File: src/rtl/cpu_pkg.sv
// Shared fetch-stage types and constants: word/address widths, reset PC
// default and the fetch FSM state encoding.
package cpu_pkg;

    localparam int XLEN   = 32;
    localparam int ADDR_W = 32;
    localparam int JIMM_W = 26;
    localparam int BOFF_W = 16;

    localparam logic [ADDR_W-1:0] RESET_PC_DEFAULT = 32'h0000_0000;

    typedef enum logic [1:0] {
        FS_IDLE   = 2'b00,
        FS_REQ    = 2'b01,
        FS_FILLED = 2'b10
    } fetch_state_t;

endpackage

File: src/rtl/inst_fetch_if.sv
// Instruction-memory read channel: one request at a time, ack carries data.
interface inst_fetch_if;
    import cpu_pkg::*;

    logic              imem_req;
    logic [ADDR_W-1:0] imem_addr;
    logic              imem_ack;
    logic [XLEN-1:0]   imem_rdata;

    modport master (
        output imem_req,
        output imem_addr,
        input  imem_ack,
        input  imem_rdata
    );

    modport slave (
        input  imem_req,
        input  imem_addr,
        output imem_ack,
        output imem_rdata
    );

endinterface

File: src/rtl/inst_fetch_next_pc_calc.sv
// Combinational next-PC selection: sequential, jump, or (with
// INST_FETCH_BRANCH_EN defined) taken-branch target. Jump has priority.
module next_pc_calc
    import cpu_pkg::*;
(
    input  logic [ADDR_W-1:0] i_pc,
    input  logic              i_jump,
    input  logic [JIMM_W-1:0] i_jump_imm,
    input  logic              i_branch_taken,
    input  logic [BOFF_W-1:0] i_branch_offset,
    output logic [ADDR_W-1:0] o_next_pc
);

    logic [ADDR_W-1:0] w_pc4;
    logic [ADDR_W-1:0] w_jump_target;

    assign w_pc4         = i_pc + 32'd4;
    assign w_jump_target = {w_pc4[31:28], i_jump_imm, 2'b00};

`ifdef INST_FETCH_BRANCH_EN
    logic [ADDR_W-1:0] w_branch_target;

    assign w_branch_target = w_pc4 + {{(ADDR_W-BOFF_W-2){i_branch_offset[BOFF_W-1]}},
                                      i_branch_offset, 2'b00};

    always_comb begin
        o_next_pc = w_pc4;
        if (i_jump) begin
            o_next_pc = w_jump_target;
        end else if (i_branch_taken) begin
            o_next_pc = w_branch_target;
        end
    end
`else
    // Branch inputs exist on the port list but drive nothing in this build.
    logic w_unused_branch;
    assign w_unused_branch = ^{i_branch_taken, i_branch_offset};

    always_comb begin
        o_next_pc = w_pc4;
        if (i_jump) begin
            o_next_pc = w_jump_target;
        end
    end
`endif

endmodule

File: src/rtl/inst_fetch.sv
// Single-slot instruction fetch: one outstanding imem read feeding the IF/ID
// register. Optional branch redirect enabled by INST_FETCH_BRANCH_EN.
//
// state  | meaning
// IDLE   | first cycle after reset, loads fetch PC with RESET_PC
// REQ    | request held on imem until ack
// FILLED | IF/ID holds a word, waiting for downstream to consume it
module inst_fetch
    import cpu_pkg::*;
#(
    parameter logic [ADDR_W-1:0] RESET_PC = RESET_PC_DEFAULT
) (
    input  logic              clk,
    input  logic              rst_n,
    inst_fetch_if.master      imem,
    output logic [XLEN-1:0]   instruction,
    output logic              inst_valid,
    output logic [ADDR_W-1:0] pc_out,
    input  logic              stall,
    input  logic              jump,
    input  logic [JIMM_W-1:0] jump_immediate,
    input  logic              branch_taken,
    input  logic [BOFF_W-1:0] branch_offset
);

    fetch_state_t      r_state;
    fetch_state_t      w_state_nxt;
    logic [ADDR_W-1:0] r_fetch_pc;
    logic [XLEN-1:0]   r_instruction;
    logic [ADDR_W-1:0] r_pc_out;
    logic              r_inst_valid;

    logic              w_imem_req;
    logic              w_capture;
    logic              w_consume;
    logic [ADDR_W-1:0] w_next_pc;

    next_pc_calc u_next_pc_calc (
        .i_pc            (r_pc_out),
        .i_jump          (jump),
        .i_jump_imm      (jump_immediate),
        .i_branch_taken  (branch_taken),
        .i_branch_offset (branch_offset),
        .o_next_pc       (w_next_pc)
    );

    always_ff @(posedge clk or negedge rst_n) begin
        if (!rst_n) begin
            r_state <= FS_IDLE;
        end else begin
            r_state <= w_state_nxt;
        end
    end

    always_comb begin
        w_state_nxt = r_state;
        w_imem_req  = 1'b0;
        w_capture   = 1'b0;
        w_consume   = 1'b0;
        case (r_state)
            FS_IDLE: begin
                w_state_nxt = FS_REQ;
            end
            FS_REQ: begin
                w_imem_req = 1'b1;
                if (imem.imem_ack) begin
                    w_capture   = 1'b1;
                    w_state_nxt = FS_FILLED;
                end
            end
            FS_FILLED: begin
                if (!stall) begin
                    w_consume   = 1'b1;
                    w_state_nxt = FS_REQ;
                end
            end
            default: begin
                w_state_nxt = FS_IDLE;
            end
        endcase
    end

    // Redirect inputs only matter through w_consume, i.e. in FILLED with no stall.
    always_ff @(posedge clk or negedge rst_n) begin
        if (!rst_n) begin
            r_fetch_pc    <= RESET_PC;
            r_instruction <= '0;
            r_pc_out      <= '0;
            r_inst_valid  <= 1'b0;
        end else begin
            if (r_state == FS_IDLE) begin
                r_fetch_pc <= RESET_PC;
            end
            if (w_capture) begin
                r_instruction <= imem.imem_rdata;
                r_pc_out      <= r_fetch_pc;
                r_inst_valid  <= 1'b1;
            end
            if (w_consume) begin
                r_inst_valid <= 1'b0;
                r_fetch_pc   <= w_next_pc;
            end
        end
    end

    assign imem.imem_req  = w_imem_req;
    assign imem.imem_addr = r_fetch_pc;
    assign instruction    = r_instruction;
    assign pc_out         = r_pc_out;
    assign inst_valid     = r_inst_valid;

endmodule

File: src/flat_wrapper.sv
// flat-port wrapper written by rule: the top's interface ports become plain ports
module inst_fetch_flat import cpu_pkg::*;
#(
    parameter logic [ADDR_W-1:0] RESET_PC = RESET_PC_DEFAULT
)
  (clk, rst_n, instruction, inst_valid, pc_out, stall, jump, jump_immediate, branch_taken, branch_offset, imem_imem_req, imem_imem_addr, imem_imem_ack, imem_imem_rdata);
  inst_fetch_if imem_i ();
  input  logic clk;
  input  logic rst_n;
  output logic [XLEN-1:0] instruction;
  output logic inst_valid;
  output logic [ADDR_W-1:0] pc_out;
  input  logic stall;
  input  logic jump;
  input  logic [JIMM_W-1:0] jump_immediate;
  input  logic branch_taken;
  input  logic [BOFF_W-1:0] branch_offset;
  output wire logic [$bits(imem_i.imem_req)-1:0] imem_imem_req;
  output wire logic [$bits(imem_i.imem_addr)-1:0] imem_imem_addr;
  input wire logic [$bits(imem_i.imem_ack)-1:0] imem_imem_ack;
  input wire logic [$bits(imem_i.imem_rdata)-1:0] imem_imem_rdata;
  assign imem_imem_req = imem_i.imem_req;
  assign imem_imem_addr = imem_i.imem_addr;
  assign imem_i.imem_ack = imem_imem_ack;
  assign imem_i.imem_rdata = imem_imem_rdata;
  inst_fetch #(.RESET_PC(RESET_PC)) u_core (.clk(clk), .rst_n(rst_n), .imem(imem_i), .instruction(instruction), .inst_valid(inst_valid), .pc_out(pc_out), .stall(stall), .jump(jump), .jump_immediate(jump_immediate), .branch_taken(branch_taken), .branch_offset(branch_offset));
endmodule
File: config.mk
export PLATFORM = sky130hd
export DESIGN_NAME = inst_fetch_flat
export DESIGN_NICKNAME = d
export VERILOG_FILES = /design/src/rtl/cpu_pkg.sv /design/src/rtl/inst_fetch_if.sv /design/src/rtl/inst_fetch_next_pc_calc.sv /design/src/rtl/inst_fetch.sv /design/src/flat_wrapper.sv
export SDC_FILE = /design/constraint.sdc
export NUM_CORES = 1
export LEC_CHECK = 0
export CAP_MARGIN = 20
export CORE_MARGIN = 3
export CORE_UTILIZATION = 47
export CTS_CLUSTER_DIAMETER = 80
export DETAILED_ROUTE_END_ITERATION = 12
export HOLD_SLACK_MARGIN = 0.06
export PLACE_DENSITY = 0.86
export SETUP_SLACK_MARGIN = 0.5
export SKIP_CTS_REPAIR_TIMING = 1
export SLEW_MARGIN = 10
export SYNTH_ARGS = -nofsm -noshare
export SYNTH_HDL_FRONTEND = slang
export SYNTH_SLANG_ARGS = --single-unit
File: constraint.sdc
create_clock -name clk -period 3.4 [get_ports clk]
set_input_delay 0.68 -clock clk [delete_from_list [all_inputs] [get_ports clk]]
set_output_delay 0.68 -clock clk [all_outputs]
set_load 0.005 [all_outputs]
## Yosys cells after proc, flatten, opt, wreduce, memory -nomap -nowiden

Cells that the tools add are included.
W data, S select, Z words.

- $add $sub $neg: 1
- Equal/unequal tests: 4
- Mux-type cells: 13
- Reduce and logical (&&, ||, !) cells: 4

Operators by type and width:

| cell | number |
|---|---|
| $mux W32 | 2 |
| $add A32 B3 Y32 const B | 1 |
| $mux W28 | 1 |
| $mux W1 | 7 |
| $pmux W2 S3 | 1 |
| $mux W2 | 2 |
| $ne A2 B2 Y1 const B | 2 |
| $reduce_bool A2 Y1 | 2 |
| $eq A2 B1 Y1 const B | 1 |
| $eq A2 B2 Y1 const B | 1 |
| $logic_not A2 Y1 | 1 |
| $reduce_and A2 Y1 | 1 |

- Register bits: 99
- Input port bits: 80
- Output and inout port bits: 98
- Logic and storage cells: 27

## Depth between registers and ports, before layout

Gate-level depths: netlist of the first run.

- Depth in word-level cells: 4
- Depth in mapped cells: 6
- Gate-level depth less buffers: 6

## Hierarchy

From an unflattened synthesis of the first run, not the netlist that was laid out.

- Cells, all modules: 454
- Area, all modules: 5047.3 sq um

By module, submodules not included:

| module | instances | cells an instance | area each (sq um) | sequential area each (sq um) |
|---|---|---|---|---|
| inst_fetch | 1 | 293 | 4031.4 | 2477.4 |
| next_pc_calc | 1 | 161 | 1016.0 | 0.0 |

## Worst setup path after synthesis of the first run

OpenSTA, ideal clock, no wires.

- Path type: input port to flip-flop
- Start: input stall
- End: register u_core.r_fetch_pc[27] (netlist: u_core.imem.imem_addr[27])
- Arrival: 1.671 ns
- Required time: 3.325 ns
- Path slack: 1.654 ns
- Cell stages on the path: 5
- Path buffers: 1
- Cells stage by stage: or3b_1 nor2_2 buf_2 a22oi_1 o21ai_2

- Word-level cells in the longest chain between the ends: 3
- Elaborated cells between the ends (all ways): 4

Ends and longest elaborated chain:

| element | RTL line | RTL |
|---|---|---|
| from (decl) | flat_wrapper.sv:13 | `input logic stall;` |
| $mux W1 * | inst_fetch.sv:72 | `if (!stall) begin` |
| $mux W1 * | inst_fetch.sv:60 | `case (r_state)` |
| $mux W32 / $reduce_bool A2 Y1 (equally long branches) | -- |  |
| to (signal assigned) | inst_fetch.sv:101 | `r_fetch_pc <= w_next_pc;` |
| to (decl) | inst_fetch.sv:28 | `logic [ADDR_W-1:0] r_fetch_pc;` |

Mark *: on every way between the ends. The rest lies on a longest branch, timed or not.
A chain may end at the register's enable or synchronous reset.

## Worst setup path in the final report of the first run

- Start: register u_core.r_state[0]
- End: output imem_imem_req

- Word-level cells in the longest chain between the ends: 2

Ends and longest elaborated chain:

| element | RTL line | RTL |
|---|---|---|
| from (decl) | inst_fetch.sv:26 | `fetch_state_t r_state;` |
| from (signal assigned) | inst_fetch.sv:51 | `r_state <= w_state_nxt;` |
| $eq A2 B1 Y1 | inst_fetch.sv:60 |  |
| $mux W1 | inst_fetch.sv:60 |  |
| to (decl) | flat_wrapper.sv:18 | `output wire logic [$bits(imem_i.imem_req)-1:0] imem_imem_req;` |

No other way between the ends.

==> results_dict.tcl, run 1 <==
set metrics [dict create \
    sw_frac_of_total 0.309 \
    drv_slew 0 \
    tns_ns 0 \
    total_power_mw 4.16 \
    p_clk_frac 0.162 \
    yosysSeqAreaShare 0.568 \
    cts.clk_slew.worst_paths_ns 0.09 \
    synth_cells 353 \
    grt_pass1_vias 3468 \
    cts_buffers 9 \
    peakVddDrop_v 0.000346 \
    drc 0 \
    reg2reg_depth 5 \
    fin_skew_ns 0.0167 \
    grt_antenna_before_repair 0 \
    max_freq_mhz 446 \
    clock-sinks 99 \
    layout-drive-gt1-share 0.195 \
    start_kind "flip-flop" \
    ant_nets 0 \
    cts_tree "done" \
    synth_xor_area_frac 0.0542 \
    holdWs_ns 0.271 \
    synthToLayoutAreaGrowth_pct 43.9 \
    clockBufferDepth 2 \
    cp_max_fo 5 \
    grt_usage 0.217 \
    vias 3349 \
    status "completed" \
    utilization 0.709 \
    hold_class "in2async" \
    crit_path_end_kind "output port" \
    die_w_um 102 \
    setup_ws_ns 1.16 \
    grt_max_degree 87 \
    rrSetupSlack_ns 1.41 \
    ios 178 \
    finalCritPeriodShare 0.660 \
    fin_area_um2 6270 \
    ys_seq_elements 99 \
    synth_fa_ha_area_frac 0.00287 \
    dp_slack_ns 0.891 \
    post_dp_cell_area_um2 6080 \
    via_per_inst 5.34 \
    port_buffers 160 \
    hpwl_mm 7.90 \
    overflow 0 \
    setup_viol 0 \
    grt_pass1_wl_mm 17.7 \
    clk_latency_ns 0.36 \
    pwr_density_cell_nw_per_um2 662 \
    syn_avg_cell_area_um2 12.3 \
    die_h_um 102 \
    synth_top_family_by_area "multiplexers" \
    rows 34 \
    core_area_um2 8850 \
    finalCriticalPeriod_ns 2.24 \
    fin_cells 627 \
    synth_nets 434 \
    nets 596 \
    tightest_slew_ns 0.784 \
    initial_core_util 0.493 \
    leakage_nw 2.61 \
    synthSimpleGateAreaFrac 0.101 \
    seqPwrFrac 0.442 \
    synth.area.mux_share 0.168 \
    clockRootBuffer "clkbuf_8" \
    p_int_mw 2.87 \
    maxCapViolCount 0 \
    p_sw_mw 1.29 \
    comb_power_share 0.396 \
    htree_levels 3 \
    crit_type "reg2out" \
    arrival_ns 1.56 \
    first_iter_violations 102 \
    ys_warn_count 0 \
    antenna_cells 0 \
    synth_area_um2 4360 \
    synth_compound_area_frac 0.0847 \
    dieArea_um2 10500 \
    hold_violations 0 \
    r2r-end "u_core.imem.imem_addr[28]" \
    grt_setup_unrepaired "no" \
    gp_congestion 0.810 \
    first_pass_iters 4 \
    drt_wl_total_mm 11.1 \
    critPathRequiredTime_ns 2.72 \
    ys_types 38 \
    detail_route.wl_per_cell_um 17.6 \
    maxSlewHeadroom 0.477 \
    timing.rr.start "u_core.pc_out[11]" \
    dp_cells 611 \
]
## cell families after synthesis
| group | Yosys count |
|---|---|
| buf+inv | 21 |
| compound gates | 61 |
| mux | 65 |
| flops | 99 |
| fa+ha+maj | 1 |
| simple gates | 79 |
| xor+xnor | 27 |
## layout make-up
class,count,area [um2]
clock inverters,6,43.8
multi-input cells,233,1790
inverters,5,18.8
repair buffers,167,1680
well taps,108,135
fillers,660,2570
clock buffers,9,124
flip-flops and latches,99,2480
## power by group through the flow
stage | logic [mW] | clock network, mW | registers, mW
final | 1.64 | 0.674 | 1.84
after global routing | 1.77 | 0.743 | 1.90
after CTS | 1.67 | 0.694 | 1.84
after detailed placement | 1.66 | 0 | 1.86
after global placement | 1.62 | 0 | 1.83
after floorplan | 0.640 | 0 | 1.85
## worst max-delay path by stage
stage                     depth (start not counted)         startpoint                         to  slack [ns]
after floorplan                                   5              stall  u_core.imem.imem_addr[27]        1.65
after global placement                            6              stall  u_core.imem.imem_addr[12]        0.95
after detailed placement                          6              stall  u_core.imem.imem_addr[14]        0.89
after CTS                                         2  u_core.r_state[0]              imem_imem_req        1.14
after global routing                              2  u_core.r_state[0]              imem_imem_req        1.04
final                                             2  u_core.r_state[0]              imem_imem_req        1.16
## cells in the mapped netlist
cell | instances | area share
nor2_2 | 2 | 0.0029
nor2_4 | 1 | 0.0026
xnor2_1 | 8 | 0.016
a22o_1 | 2 | 0.0040
nand3_1 | 10 | 0.011
mux2i_1 | 1 | 0.0023
nor4_2 | 1 | 0.0029
o21ai_2 | 2 | 0.0040
clkbuf_1 | 8 | 0.0069
xor2_1 | 19 | 0.038
nor3b_1 | 1 | 0.0017
ha_1 | 1 | 0.0029
nor2b_1 | 1 | 0.0014
buf_6 | 1 | 0.0026
a21o_1 | 1 | 0.0017
nor4_4 | 1 | 0.0049
nor3b_2 | 1 | 0.0029
nand4_1 | 10 | 0.014
and2_1 | 2 | 0.0029
inv_1 | 5 | 0.0043
nand3_2 | 3 | 0.0069
nand2_1 | 25 | 0.022
and3_1 | 3 | 0.0043
buf_2 | 6 | 0.0069
a22oi_1 | 17 | 0.029
nor3_1 | 2 | 0.0023
nor2_1 | 12 | 0.010
a21oi_1 | 5 | 0.0057
nor3_2 | 1 | 0.0023
dfrtp_1 | 99 | 0.57
a31o_2 | 1 | 0.0020
nor4_1 | 1 | 0.0014
o21ai_1 | 20 | 0.023
buf_1 | 1 | 0.00086
or3b_1 | 1 | 0.0020
o21ai_0 | 13 | 0.015
nand3b_1 | 1 | 0.0017
mux2_2 | 64 | 0.17
## registers in the layout, summed over array words and instances, names as in the netlist
name,count
u_core.pc_out,32
u_core.inst_valid,1
u_core.r_state,2
u_core.imem.imem_addr,32
u_core.instruction,32
## critical path, cell delays in order, from the launching register on
cell             delay [ns]
dfrtp_1                0.42
nor2b_1                0.25
clkdlybuf4s50_1        0.55
## cells in the final DEF (no fill, tap or decap), types with 2 or more instances in the layout
cell type | synthesis | layout
mux2_2 | 64 | 64
clkinvlp_4 | 0 | 4
xnor2_1 | 8 | 8
clkbuf_8 | 0 | 9
clkdlybuf4s50_1 | 0 | 159
and3_1 | 3 | 3
nor3_1 | 2 | 2
o21ai_0 | 13 | 13
a22o_1 | 2 | 2
buf_4 | 0 | 6
xor2_1 | 19 | 19
o21ai_2 | 2 | 2
nand2_1 | 25 | 24
inv_1 | 5 | 5
dfrtp_1 | 99 | 99
nor2_2 | 2 | 2
o21ai_1 | 20 | 20
and2_1 | 2 | 2
nand4_1 | 10 | 10
a22oi_1 | 17 | 17
nor2_1 | 12 | 12
nand3_1 | 10 | 10
nand3_2 | 3 | 3
a21oi_1 | 5 | 5
## routing by layer
metal	vias to the layer above	wire length (um)	global-route usage
met4	0	66	0.0605
met1	1657	4520	0.299
met2	112	5810	0.356
li1	1574	-	-
met3	6	658	0.0389
met5	-	0	0
(Power assumes the default switching activity.)
==> inputs of run 2 (changes only) <==
Settings changed: CORE_UTILIZATION 47 to 39, PLACE_DENSITY 0.86 to 0.77.
Clock period 3.4 ns to 1.9 ns, I/O delays scaled along.
==> run 2 against run 1 <==
Die area grew 19%. Clock skew decreased by 0.0040 ns. Combinational power grew 130%. Clock power is 100% higher. Total power is 100% higher. Setup slack worse by 0.85 ns. First-iteration DRC count is 47% higher. Core utilization down 0.086 points. Routed wire length is 24% higher. Sequential share of layout area decreased by 6.2 points. Via count up 12%.
==> results_dict.tcl, run 2 (same netlist as run 1, synthesis figures left out) <==
set metrics [dict create \
    crit_path_max_incr_delay_ns 0.45 \
    met2_length_mm 6.65 \
    fin_skew_ns 0.0126 \
    wl_met1_mm 5.67 \
    layout_commonest_cell "dlymetal6s2s_1" \
    arrival_ns 1.22 \
    routed.top_layer "met4" \
    synthToLayoutAreaGrowth_pct 72.2 \
    gp_congestion 0.828 \
    utilization 0.708 \
    drv_slew 0 \
    die_w_um 112 \
    crit_path_cell_trace "buf_4, buf_4, dlymetal6s2s_1" \
    grt_usage 0.186 \
    htree_levels 3 \
    port_buffers 160 \
    grt_pass1_vias 3581 \
    clockRootBuffer "clkbuf_8" \
    cp_top_family "flip-flops" \
    pwr_density_cell_nw_per_um2 1110 \
    antenna_cells 0 \
    maxCapViolCount 0 \
    holdWs_ns 0.0863 \
    cp_max_fo 5 \
    ant_nets 0 \
    hold_class "in2async" \
    total_power_mw 8.34 \
    critPathRequiredTime_ns 1.52 \
    grt_max_degree 100 \
    nets 675 \
    cts_buffers 9 \
    start_kind "flip-flop" \
    detail_route.wl_per_cell_um 18.6 \
    drc 0 \
    vias 3762 \
    maxSlewHeadroom 0.652 \
    setup_ws_ns 0.303 \
    clockBufferDepth 2 \
    worst-path-buf-inv 3 \
    grt_setup_unrepaired "yes" \
    die_h_um 112 \
    grt_antenna_before_repair 0 \
    max_freq_mhz 626 \
    dieArea_um2 12500 \
    cts_tree "done" \
    ios 178 \
    met3_length_mm 1.17 \
    first_iter_violations 150 \
    clock-sinks 99 \
    clk_latency_ns 0.36 \
    hpwl_mm 8.25 \
    rows 37 \
    layout-drive-gt1-share 0.363 \
    hold_violations 0 \
    via_per_inst 5.13 \
    core_area_um2 10600 \
    first_pass_iters 4 \
    crit_type "reg2out" \
    final_cell_mix "96 x dlymetal6s2s_1, 82 x dfrtp_1, 66 x buf_4" \
    finalCritPeriodShare 0.841 \
    tightest_slew_ns 0.522 \
    initial_core_util 0.411 \
    peakVddDrop_v 0.000617 \
    finalCriticalPeriod_ns 1.60 \
    status "completed" \
    cp_slowest_cell "dfrtp_2" \
    dp_slack_ns 0.0758 \
    crit_top_cell "buf_4" \
    crit_path_end_kind "output port" \
    setup_viol 0 \
    cts.clk_slew.worst_paths_ns 0.08 \
    grt_pass1_wl_mm 18.8 \
    overflow 0 \
    leakage_nw 4.57 \
    drt_wl_total_mm 13.7 \
]
run 2: changes by cell type in the layout (fill, tap and decap cells not counted), moves of 7 or more:
cell	before	now
nand3_1	10	3
dfrtp_1	99	82
buf_4	6	66
dlymetal6s2s_1	0	96
clkdlybuf4s50_1	159	61
dfrtp_2	0	17
buf_6	0	10
run 2: worst reg2reg max path: stages (launching register included):
cell and delay [ns]:
dfrtp_2 0.42, ha_4 0.17, nand3_4 0.12, nor4_4 0.34, nand4_1 0.16, xor2_1 0.17, o21ai_1 0.07
run 2: cell type report:
type                            count  area [um2]
Tap cell                          136         170
Clock inverter                      2        35.0
Multi-Input combinational cell    234        1980
Timing Repair Buffer              245        2650
Clock buffer                       13         159
Sequential cell                    99        2500
Fill cell                         707        3090
Inverter                            5        18.8
run 2: path summary, 6_finish.rpt:
| path | start | end | slack [ns] | depth (start not counted) |
|---|---|---|---|---|
| hold reg to reg | u_core.inst_valid | u_core.inst_valid | 0.49 | 2 |
| setup / recovery | u_core.pc_out[2] | pc_out[2] | 0.30 | 3 |
| setup reg to reg | u_core.pc_out[3] | u_core.imem.imem_addr[18] | 0.34 | 6 |
| max in group asynchronous | rst_n | u_core.pc_out[3] | 1.40 | 2 |
| hold / removal | rst_n | u_core.instruction[22] | 0.09 | 2 |
| min in group clk | u_core.inst_valid | u_core.inst_valid | 0.49 | 2 |
run 2: layer usage:
metal  vias to the layer above  global-route usage
met2                       176               0.297
met3                        18              0.0571
met5                         -                   0
met1                      1837               0.243
li1                       1731                   -
met4                         0              0.0600
run 2: where the power goes:
group / switching [mW] / internal (mW)
clock network: 0.673 / 0.674
registers: 0.483 / 2.77
logic: 1.38 / 2.35
total: 2.54 / 5.80
run 2: per-stage QoR:
step | cells | area (um2) | TNS (ns)
2_1_floorplan | 353 | 4440 | 0
3_3_place_gp | 651 | 6300 | 0
3_5_place_dp | 651 | 6300 | 0
5_1_grt | 734 | 7510 | 0
6_report | 734 | 7510 | 0
4_1_cts | 666 | 6490 | -0.0822
==> inputs of run 3 (changes only) <==
Clock period 1.9 ns to 1.4 ns, I/O delays scaled along.
==> run 3 against run 2 <==
The flow now finishes with violations (negative hold slack, negative setup slack). Total power rose by 55%. Die area unchanged. Design area up 4.5%. Sequential cell count stayed put. First-iteration DRC count fell by 7.3%.
==> results_dict.tcl, run 3 (same netlist as run 1, synthesis figures left out) <==
set metrics [dict create \
    rows 37 \
    final_cell_mix "115 x buf_4, 92 x dfrtp_1, 62 x mux2_4" \
    core_area_um2 10600 \
    nFillCells 678 \
    via_per_inst 5.08 \
    post_dp_cell_area_um2 6930 \
    htree_levels 3 \
    start_kind "flip-flop" \
    first_pass_iters 4 \
    hold_class "in2async" \
    layout_commonest_cell "buf_4" \
    vias 4077 \
    drt_wl_total_mm 14.6 \
    initial_core_util 0.411 \
    cp_top_family "simple AND/OR/NAND/NOR gates" \
    grt_antenna_before_repair 0 \
    antenna_cells 0 \
    violations "negative hold slack, negative setup slack" \
    layout-drive-gt1-share 0.556 \
    finalCriticalPeriod_ns 1.59 \
    nets 743 \
    setup_ws_ns -0.192 \
    setup_viol 88 \
    cp_slowest_cell "dfrtp_2" \
    finalCritPeriodShare 1.14 \
    grt_usage 0.202 \
    cts_tree "done" \
    crit_path_max_incr_delay_ns 0.39 \
    synthToLayoutAreaGrowth_pct 80.0 \
    maxSlewHeadroom 0.683 \
    clk_latency_ns 0.37 \
    grt_pass1_vias 3820 \
    status "complete, but fails checks" \
    cts.clk_slew.worst_paths_ns 0.10 \
    detail_route.wl_per_cell_um 18.2 \
    critPathRequiredTime_ns 1.69 \
    leakage_nw 4.03 \
    first_iter_violations 139 \
    grt_max_degree 35 \
    fin_area_um2 7850 \
    drv_slew 0 \
    grt_setup_unrepaired "yes" \
    max_freq_mhz 628 \
    crit_path_end_kind "flip-flop" \
    maxCapViolCount 0 \
    hpwl_mm 9.09 \
    tightest_slew_ns 0.474 \
    dieArea_um2 12500 \
    cts_buffers 9 \
    fin_skew_ns 0.0119 \
    crit_path_cell_trace "buf_4, ha_4, nand3_4, nor2_4, nand4_1, xor2_1, o21ai_1" \
    hold_violations 15 \
    die_w_um 112 \
    gp_congestion 0.845 \
    pwr_density_cell_nw_per_um2 1640 \
    die_h_um 112 \
    holdWs_ns -0.225 \
    clockBufferDepth 2 \
    ant_nets 0 \
    drc 0 \
    peakVddDrop_v 0.00104 \
    clock-sinks 99 \
    port_buffers 160 \
    ios 178 \
    overflow 0 \
    crit_type "reg2reg" \
    worst-path-buf-inv 1 \
    clockRootBuffer "clkbuf_8" \
    grt_pass1_wl_mm 20.3 \
    cp_max_fo 5 \
    arrival_ns 1.89 \
]
-- run 3: routing by layer --
layer	part of all wire	vias to the layer above	global-route usage	routed length [um]
met4	0.013	0	0.0560	196
met1	0.45	2043	0.275	6550
met3	0.048	18	0.0375	702
met2	0.49	139	0.333	7190
met5	0	-	0	0
li1	-	1877	-	-
-- run 3: cell type report --
cell class / instances / area, um2 / share of cell area
Timing Repair Buffer: 312 / 2710 / 0.346
Clock inverter: 5 / 77.6 / 0.00989
Clock buffer: 11 / 131 / 0.0167
Tap cell: 136 / 170 / 0.0217
Multi-Input combinational cell: 235 / 2250 / 0.287
Sequential cell: 99 / 2490 / 0.317
Inverter: 5 / 18.8 / 0.00239
-- run 3: where the power goes --
group          internal, mW  switching, mW  total (mW)
Combinational          4.09           2.50        6.59
Sequential             3.75          0.582        4.33
Clock                  1.00          0.974        1.98
Total                  8.84           4.05        12.9
-- run 3: final timing paths --
check	startpoint	endpoint	slack, ns	cells past startpoint
worst min register to register	u_core.instruction[15]	u_core.instruction[15]	0.51	1
worst max-delay path	u_core.pc_out[3]	u_core.imem.imem_addr[12]	-0.19	7
max in group asynchronous	rst_n	u_core.instruction[11]	1.09	2
min in group clk	imem_imem_ack	u_core.r_state[0]	0.39	2
worst max register to register	u_core.pc_out[3]	u_core.imem.imem_addr[12]	-0.19	7
worst min-delay path	rst_n	u_core.pc_out[19]	-0.22	1
-- run 3: metrics by stage --
step                TNS, ns  std cells  utilization  setup WS (ns)  power, mW
global placement     -21.82        690        0.654         -0.282       9.74
finish                -7.17        803        0.740         -0.192       12.9
floorplan            -0.653        353            -         -0.103       6.90
CTS                  -21.17        706        0.673         -0.381       11.9
detailed placement   -23.27        690        0.654         -0.343       9.88
global route         -10.75        803        0.740         -0.272       13.6
